$ cat config.mk
export PLATFORM = sky130hd
export DESIGN_NAME = jam_cost_rom_arbiter
export DESIGN_NICKNAME = d
export VERILOG_FILES = /design/src/rtl/jam_pkg.sv /design/src/rtl/jam_rr_picker.sv /design/src/rtl/jam_cost_rom_arbiter.sv
export SDC_FILE = /design/constraint.sdc
export NUM_CORES = 1
export LEC_CHECK = 0
export ABC_AREA = 1
export CORE_ASPECT_RATIO = 2
export CORE_MARGIN = 2
export CORE_UTILIZATION = 36
export CTS_BUF_LIST = sky130_fd_sc_hd__clkbuf_16
export DETAILED_ROUTE_END_ITERATION = 8
export GPL_TIMING_DRIVEN = 0
export PLACE_DENSITY = 0.74
export SETUP_SLACK_MARGIN = 0.15
export SYNTH_ARGS = -nofsm -noshare
export SYNTH_HDL_FRONTEND = slang
export SYNTH_SLANG_ARGS = --single-unit
export TNS_END_PERCENT = 20
$ cat constraint.sdc
create_clock -name CLK -period 1.1 [get_ports CLK]
set_input_delay 0.22 -clock CLK [delete_from_list [all_inputs] [get_ports CLK]]
set_output_delay 0.22 -clock CLK [all_outputs]
set_load 0.05 [all_outputs]
$ cat src/rtl/jam_pkg.sv
// Shared constants and FSM encoding for the jam cost-ROM arbiter.
package jam_pkg;

    localparam int unsigned JAM_ADDR_W  = 3;
    localparam int unsigned JAM_COST_W  = 7;
    localparam int unsigned NUM_WORKERS = 8;

    typedef enum logic [1:0] {
        ST_IDLE    = 2'd0,
        ST_GRANT   = 2'd1,
        ST_RELEASE = 2'd2
    } state_t;

endpackage

$ cat src/rtl/jam_rr_picker.sv
// Round-robin first-set-bit search: scans req upward from ptr, wrapping at NUM_REQ.
module jam_rr_picker #(
    parameter int unsigned NUM_REQ = 2,
    parameter int unsigned PTR_W   = (NUM_REQ > 1) ? $clog2(NUM_REQ) : 1
) (
    input  logic [NUM_REQ-1:0] req,
    input  logic [PTR_W-1:0]   ptr,
    output logic [PTR_W-1:0]   idx,
    output logic               found
);

    int unsigned cand;

    // First requester at or after ptr in circular order wins.
    always_comb begin
        idx   = '0;
        found = 1'b0;
        cand  = 0;
        for (int unsigned k = 0; k < NUM_REQ; k++) begin
            cand = (32'(ptr) + k) % NUM_REQ;
            if (!found && req[PTR_W'(cand)]) begin
                idx   = PTR_W'(cand);
                found = 1'b1;
            end
        end
    end

endmodule

$ cat src/rtl/jam_cost_rom_arbiter.sv
// Round-robin arbiter sharing one combinational cost ROM between NUM_REQ engines.
// Optional hold timeout: define JAM_ARB_TIMEOUT_EN to add the idle-hold counter
// and the timeout_err output.
module jam_cost_rom_arbiter
    import jam_pkg::*;
#(
    parameter int unsigned NUM_REQ    = 2,
    parameter int unsigned ADDR_W     = JAM_ADDR_W,
    parameter int unsigned COST_W     = JAM_COST_W,
    parameter int unsigned HOLD_LIMIT = 16
) (
    input  logic                      CLK,
    input  logic                      RST_N,
    input  logic [NUM_REQ-1:0]        req,
    input  logic [NUM_REQ-1:0]        rd,
    input  logic [NUM_REQ-1:0]        last,
    input  logic [NUM_REQ*ADDR_W-1:0] w_in,
    input  logic [NUM_REQ*ADDR_W-1:0] j_in,
    output logic [NUM_REQ-1:0]        gnt,
    output logic [ADDR_W-1:0]         rom_w,
    output logic [ADDR_W-1:0]         rom_j,
    input  logic [COST_W-1:0]         rom_cost,
    output logic [COST_W-1:0]         cost_out,
    output logic [NUM_REQ-1:0]        cost_vld,
    output logic                      busy
`ifdef JAM_ARB_TIMEOUT_EN
    ,
    output logic                      timeout_err
`endif
);

    localparam int unsigned PW = (NUM_REQ > 1) ? $clog2(NUM_REQ) : 1;

    // Reject out-of-range configurations at elaboration.
    if (NUM_REQ < 2 || NUM_REQ > 8 || HOLD_LIMIT < 1) begin : g_bad_param
        $error("jam_cost_rom_arbiter: NUM_REQ must be 2..8 and HOLD_LIMIT >= 1");
    end

    state_t              state_q, state_d;
    logic [PW-1:0]       owner_q, owner_d;
    logic [PW-1:0]       ptr_q, ptr_d;
    logic [NUM_REQ-1:0]  gnt_d;
    logic [COST_W-1:0]   cost_d;
    logic [NUM_REQ-1:0]  vld_d;
    logic                busy_d;
    logic [ADDR_W-1:0]   w_hold_q, j_hold_q;
    logic [ADDR_W-1:0]   sel_w, sel_j;
    logic [PW-1:0]       pick_idx;
    logic                pick_found;
    logic                rd_hit;

`ifdef JAM_ARB_TIMEOUT_EN
    localparam int unsigned CW = $clog2(HOLD_LIMIT) + 1;
    logic [CW-1:0] hold_q, hold_d;
    logic          tmo_d;
`endif

    jam_rr_picker #(
        .NUM_REQ (NUM_REQ),
        .PTR_W   (PW)
    ) u_picker (
        .req   (req),
        .ptr   (ptr_q),
        .idx   (pick_idx),
        .found (pick_found)
    );

    // Owner's worker/job address selection.
    always_comb begin
        sel_w = w_in[ADDR_W-1:0];
        sel_j = j_in[ADDR_W-1:0];
        for (int unsigned i = 0; i < NUM_REQ; i++) begin
            if (owner_q == PW'(i)) begin
                sel_w = w_in[i*ADDR_W +: ADDR_W];
                sel_j = j_in[i*ADDR_W +: ADDR_W];
            end
        end
    end

    // ROM address follows the owner while granted, otherwise holds its last value.
    assign rom_w  = (state_q == ST_GRANT) ? sel_w : w_hold_q;
    assign rom_j  = (state_q == ST_GRANT) ? sel_j : j_hold_q;

    assign rd_hit = (state_q == ST_GRANT) && rd[owner_q] && req[owner_q];

    // Next-state and registered-output logic.
    always_comb begin
        state_d = state_q;
        owner_d = owner_q;
        ptr_d   = ptr_q;
        cost_d  = cost_out;
        vld_d   = '0;
`ifdef JAM_ARB_TIMEOUT_EN
        hold_d  = hold_q;
        tmo_d   = 1'b0;
`endif
        case (state_q)
            ST_IDLE: begin
                if (pick_found) begin
                    owner_d = pick_idx;
                    state_d = ST_GRANT;
`ifdef JAM_ARB_TIMEOUT_EN
                    hold_d  = '0;
`endif
                end
            end
            ST_GRANT: begin
                if (rd_hit) begin
                    cost_d = rom_cost;
                    vld_d  = NUM_REQ'(1) << owner_q;
`ifdef JAM_ARB_TIMEOUT_EN
                    hold_d = '0;
`endif
                    if (last[owner_q]) begin
                        state_d = ST_RELEASE;
                    end
                end else if (!req[owner_q]) begin
                    state_d = ST_RELEASE;
                end
`ifdef JAM_ARB_TIMEOUT_EN
                else begin
                    hold_d = hold_q + CW'(1);
                    if (hold_d == CW'(HOLD_LIMIT)) begin
                        state_d = ST_RELEASE;
                        tmo_d   = 1'b1;
                    end
                end
`endif
            end
            ST_RELEASE: begin
                ptr_d   = (owner_q == PW'(NUM_REQ - 1)) ? '0 : owner_q + PW'(1);
                state_d = ST_IDLE;
            end
            default: begin
                state_d = ST_IDLE;
            end
        endcase
        gnt_d  = (state_d == ST_GRANT) ? (NUM_REQ'(1) << owner_d) : '0;
        busy_d = (state_d != ST_IDLE);
    end

    // State, owner, pointer and output registers.
    always_ff @(posedge CLK or negedge RST_N) begin
        if (!RST_N) begin
            state_q  <= ST_IDLE;
            owner_q  <= '0;
            ptr_q    <= '0;
            gnt      <= '0;
            cost_out <= '0;
            cost_vld <= '0;
            busy     <= 1'b0;
            w_hold_q <= '0;
            j_hold_q <= '0;
        end else begin
            state_q  <= state_d;
            owner_q  <= owner_d;
            ptr_q    <= ptr_d;
            gnt      <= gnt_d;
            cost_out <= cost_d;
            cost_vld <= vld_d;
            busy     <= busy_d;
            if (state_q == ST_GRANT) begin
                w_hold_q <= sel_w;
                j_hold_q <= sel_j;
            end
        end
    end

`ifdef JAM_ARB_TIMEOUT_EN
    // Idle-hold counter and forced-release flag.
    always_ff @(posedge CLK or negedge RST_N) begin
        if (!RST_N) begin
            hold_q      <= '0;
            timeout_err <= 1'b0;
        end else begin
            hold_q      <= hold_d;
            timeout_err <= tmo_d;
        end
    end
`endif

endmodule

==> results.ini <==
[yosys]
ys_warn_count=0
syn_avg_cell_area_sq_um=9.20
seq_area_frac_synth=0.565
synthDistinctLibCells=17
syn_inst=106
ys_ff_latch=22
synth.net_count=133
synthesis.area_sq_um=975

[sta]
slew_viol_final=0
fin_crit_ps=1580
timing.fmax_ghz=0.634
slew_headroom=0.626
skew_ps=3.68
setup_tns_ps=-5450
rsz0062_at_grt=true
fin_crit_sh=1.43
finalWorstSetupSlack_ps=-476
finalHoldViolations=0
tightestPinTransition_ps=562
whs_ps=40.9
setup_viol=26

[routing]
drt_iter0_drc=6
wl_met2_mm=1.66
routedWlPerCell_um=14.8
wl_met1_um=905
vias_per_cell=4.98
routed_wl_mm=2.78
drtPass1Iterations=3
postRouteAntennaNets=0
top_layer=met4
route.vias.total=931
wl_met3_um=109
post-route-drc-count=0

[setup_path]
crit_chain=inv_2 -> nor2_4 -> buf_12 -> inv_6 -> nand2_2 -> o21ai_4 -> buf_6
cp-start-kind=register
cp.arrival_ps=1360
critPathCaptureType=output port
path_buf_inv=4
required_ps=880
cp_max_fo=9
r2r_slack_ps=-250
setup.worst_path.class=register to output port
critPathMaxStageDelay_ps=390
slowest_stage=dfrtp_1
cp_top_family=buffers and inverters

[die]
num_rows=26
die_x_um=40.8
fp.dieH_um=77.6
core_sq_um=2570
start_util=0.379
die_area_sq_um=3170
io_pins=45

[placement]
gp_congestion=0.711
hpwl_mm=1.98
placed_area_sq_um=1520
dp_cells=178
io_buffers=44
pre_cts_ws_ps=-958

[clock_network]
clkTransAtPathRegs_ps=60
cts_sinks=22
clk_latency_ps=250
cts_tree=built
htreeDepth=1
clockRootBuffer=clkbuf_16
cts_buffer_depth=2
cts_buffers=3

[final_layout]
drive_gt1_frac=0.447
nFillCells=197
area_growth_pct=81.8
stdcell_count=187
nets=187
num_antenna_cells=0
finalInstanceArea_sq_um=1770
final_util=0.689

[power_and_ir_drop]
finalPower_mw=6.80
ir_drop_mv=1.92
power_density_nw_per_um2=3840
leakage_nw=0.817

[outcome]
failed_checks=setup timing
status=finished with violations

[min_path]
worst_hold_path_type=input pin to asynchronous set/reset pin

[global_routing]
grt_max_degree=23
grt.total_usage=0.196
antenna_found_initial=0
grt_pass1_vias=950
grt_overflow=0
grt_first_pass_wirelength_mm=4.24

[job]
max_cap_violations=0

-- timing repair --
| item | CTS | global route |
|---|---|---|
| endpoints found under the setup margin | 61 | 39 |
| hold buffers | 0 | 0 |
| gates resized for setup | 124 | 10 |
| pin swaps | 7 | 2 |
| setup buffers | 4 | 1 |
-- cell families (layout without fill, tap and decap cells) --
| family | Yosys count | after routing | synth area share |
|---|---|---|---|
| simple gates | 42 | 42 | 0.199 |
| compound gates | 25 | 25 | 0.160 |
| flops | 22 | 22 | 0.565 |
| buf+inv | 17 | 70 | 0.0757 |
-- area by class of cell --
type | count | area (sq um) | share of cell area
Timing Repair Buffer | 49 | 518 | 0.292
Clock buffer | 3 | 75.1 | 0.0424
Buffer | 2 | 31.3 | 0.0177
Tap cell | 28 | 35.0 | 0.0198
Multi-Input combinational cell | 67 | 465 | 0.263
Sequential cell | 22 | 552 | 0.311
Inverter | 15 | 65.1 | 0.0367
Clock inverter | 1 | 30.0 | 0.0169
-- cell usage after synthesis (all sizes together) --
| cell type | n | area (sq um) |
|---|---|---|
| a31oi | 1 | 6.26 |
| clkinv | 1 | 5.00 |
| nor2 | 11 | 51.3 |
| inv | 14 | 52.6 |
| o21ai | 20 | 130 |
| buf | 2 | 16.3 |
| dfrtp | 22 | 551 |
| nand2 | 28 | 115 |
| a21oi | 4 | 20.0 |
| nand3 | 3 | 27.5 |
-- sequential cells by signal (all words and copies together), names as in the netlist --
signal    count
gnt           2
cost_out      7
w_hold_q      3
j_hold_q      3
owner_q       1
ptr_q         1
cost_vld      2
busy          1
state_q       2
-- routing by layer --
metal  global-route usage  vias up
met3               0.0200        8
met1                0.197      448
li1                     -      443
met5                    0        -
met4                0.117        0
met2                0.341       32
-- power by group --
| group | total [mW] | switching (mW) | internal [mW] |
|---|---|---|---|
| combinational | 4.37 | 2.74 | 1.62 |
| sequential | 1.43 | 0.238 | 1.19 |
| clock | 1.01 | 0.286 | 0.722 |
-- final timing paths --
kind                          endpoint   startpoint  depth (start not counted)
max in group asynchronous      owner_q        RST_N                          1
setup reg to reg                gnt[1]   state_q[1]                          8
min in group CLK           w_hold_q[1]  w_hold_q[1]                          2
hold / removal             cost_out[5]        RST_N                          1
hold reg to reg            w_hold_q[1]  w_hold_q[1]                          2
setup / recovery              rom_w[2]   state_q[0]                          7
-- cell usage in the layout, fill, tap and decap left out, drive strengths merged --
master	n
a21oi	4
a31oi	1
buf	20
bufinv	1
clkbuf	3
clkdlybuf4s15	6
clkdlybuf4s50	25
clkinv	1
dfrtp	22
inv	14
nand2	28
nand3	3
nor2	11
o21ai	20
Power figures use the tool's default switching activity.
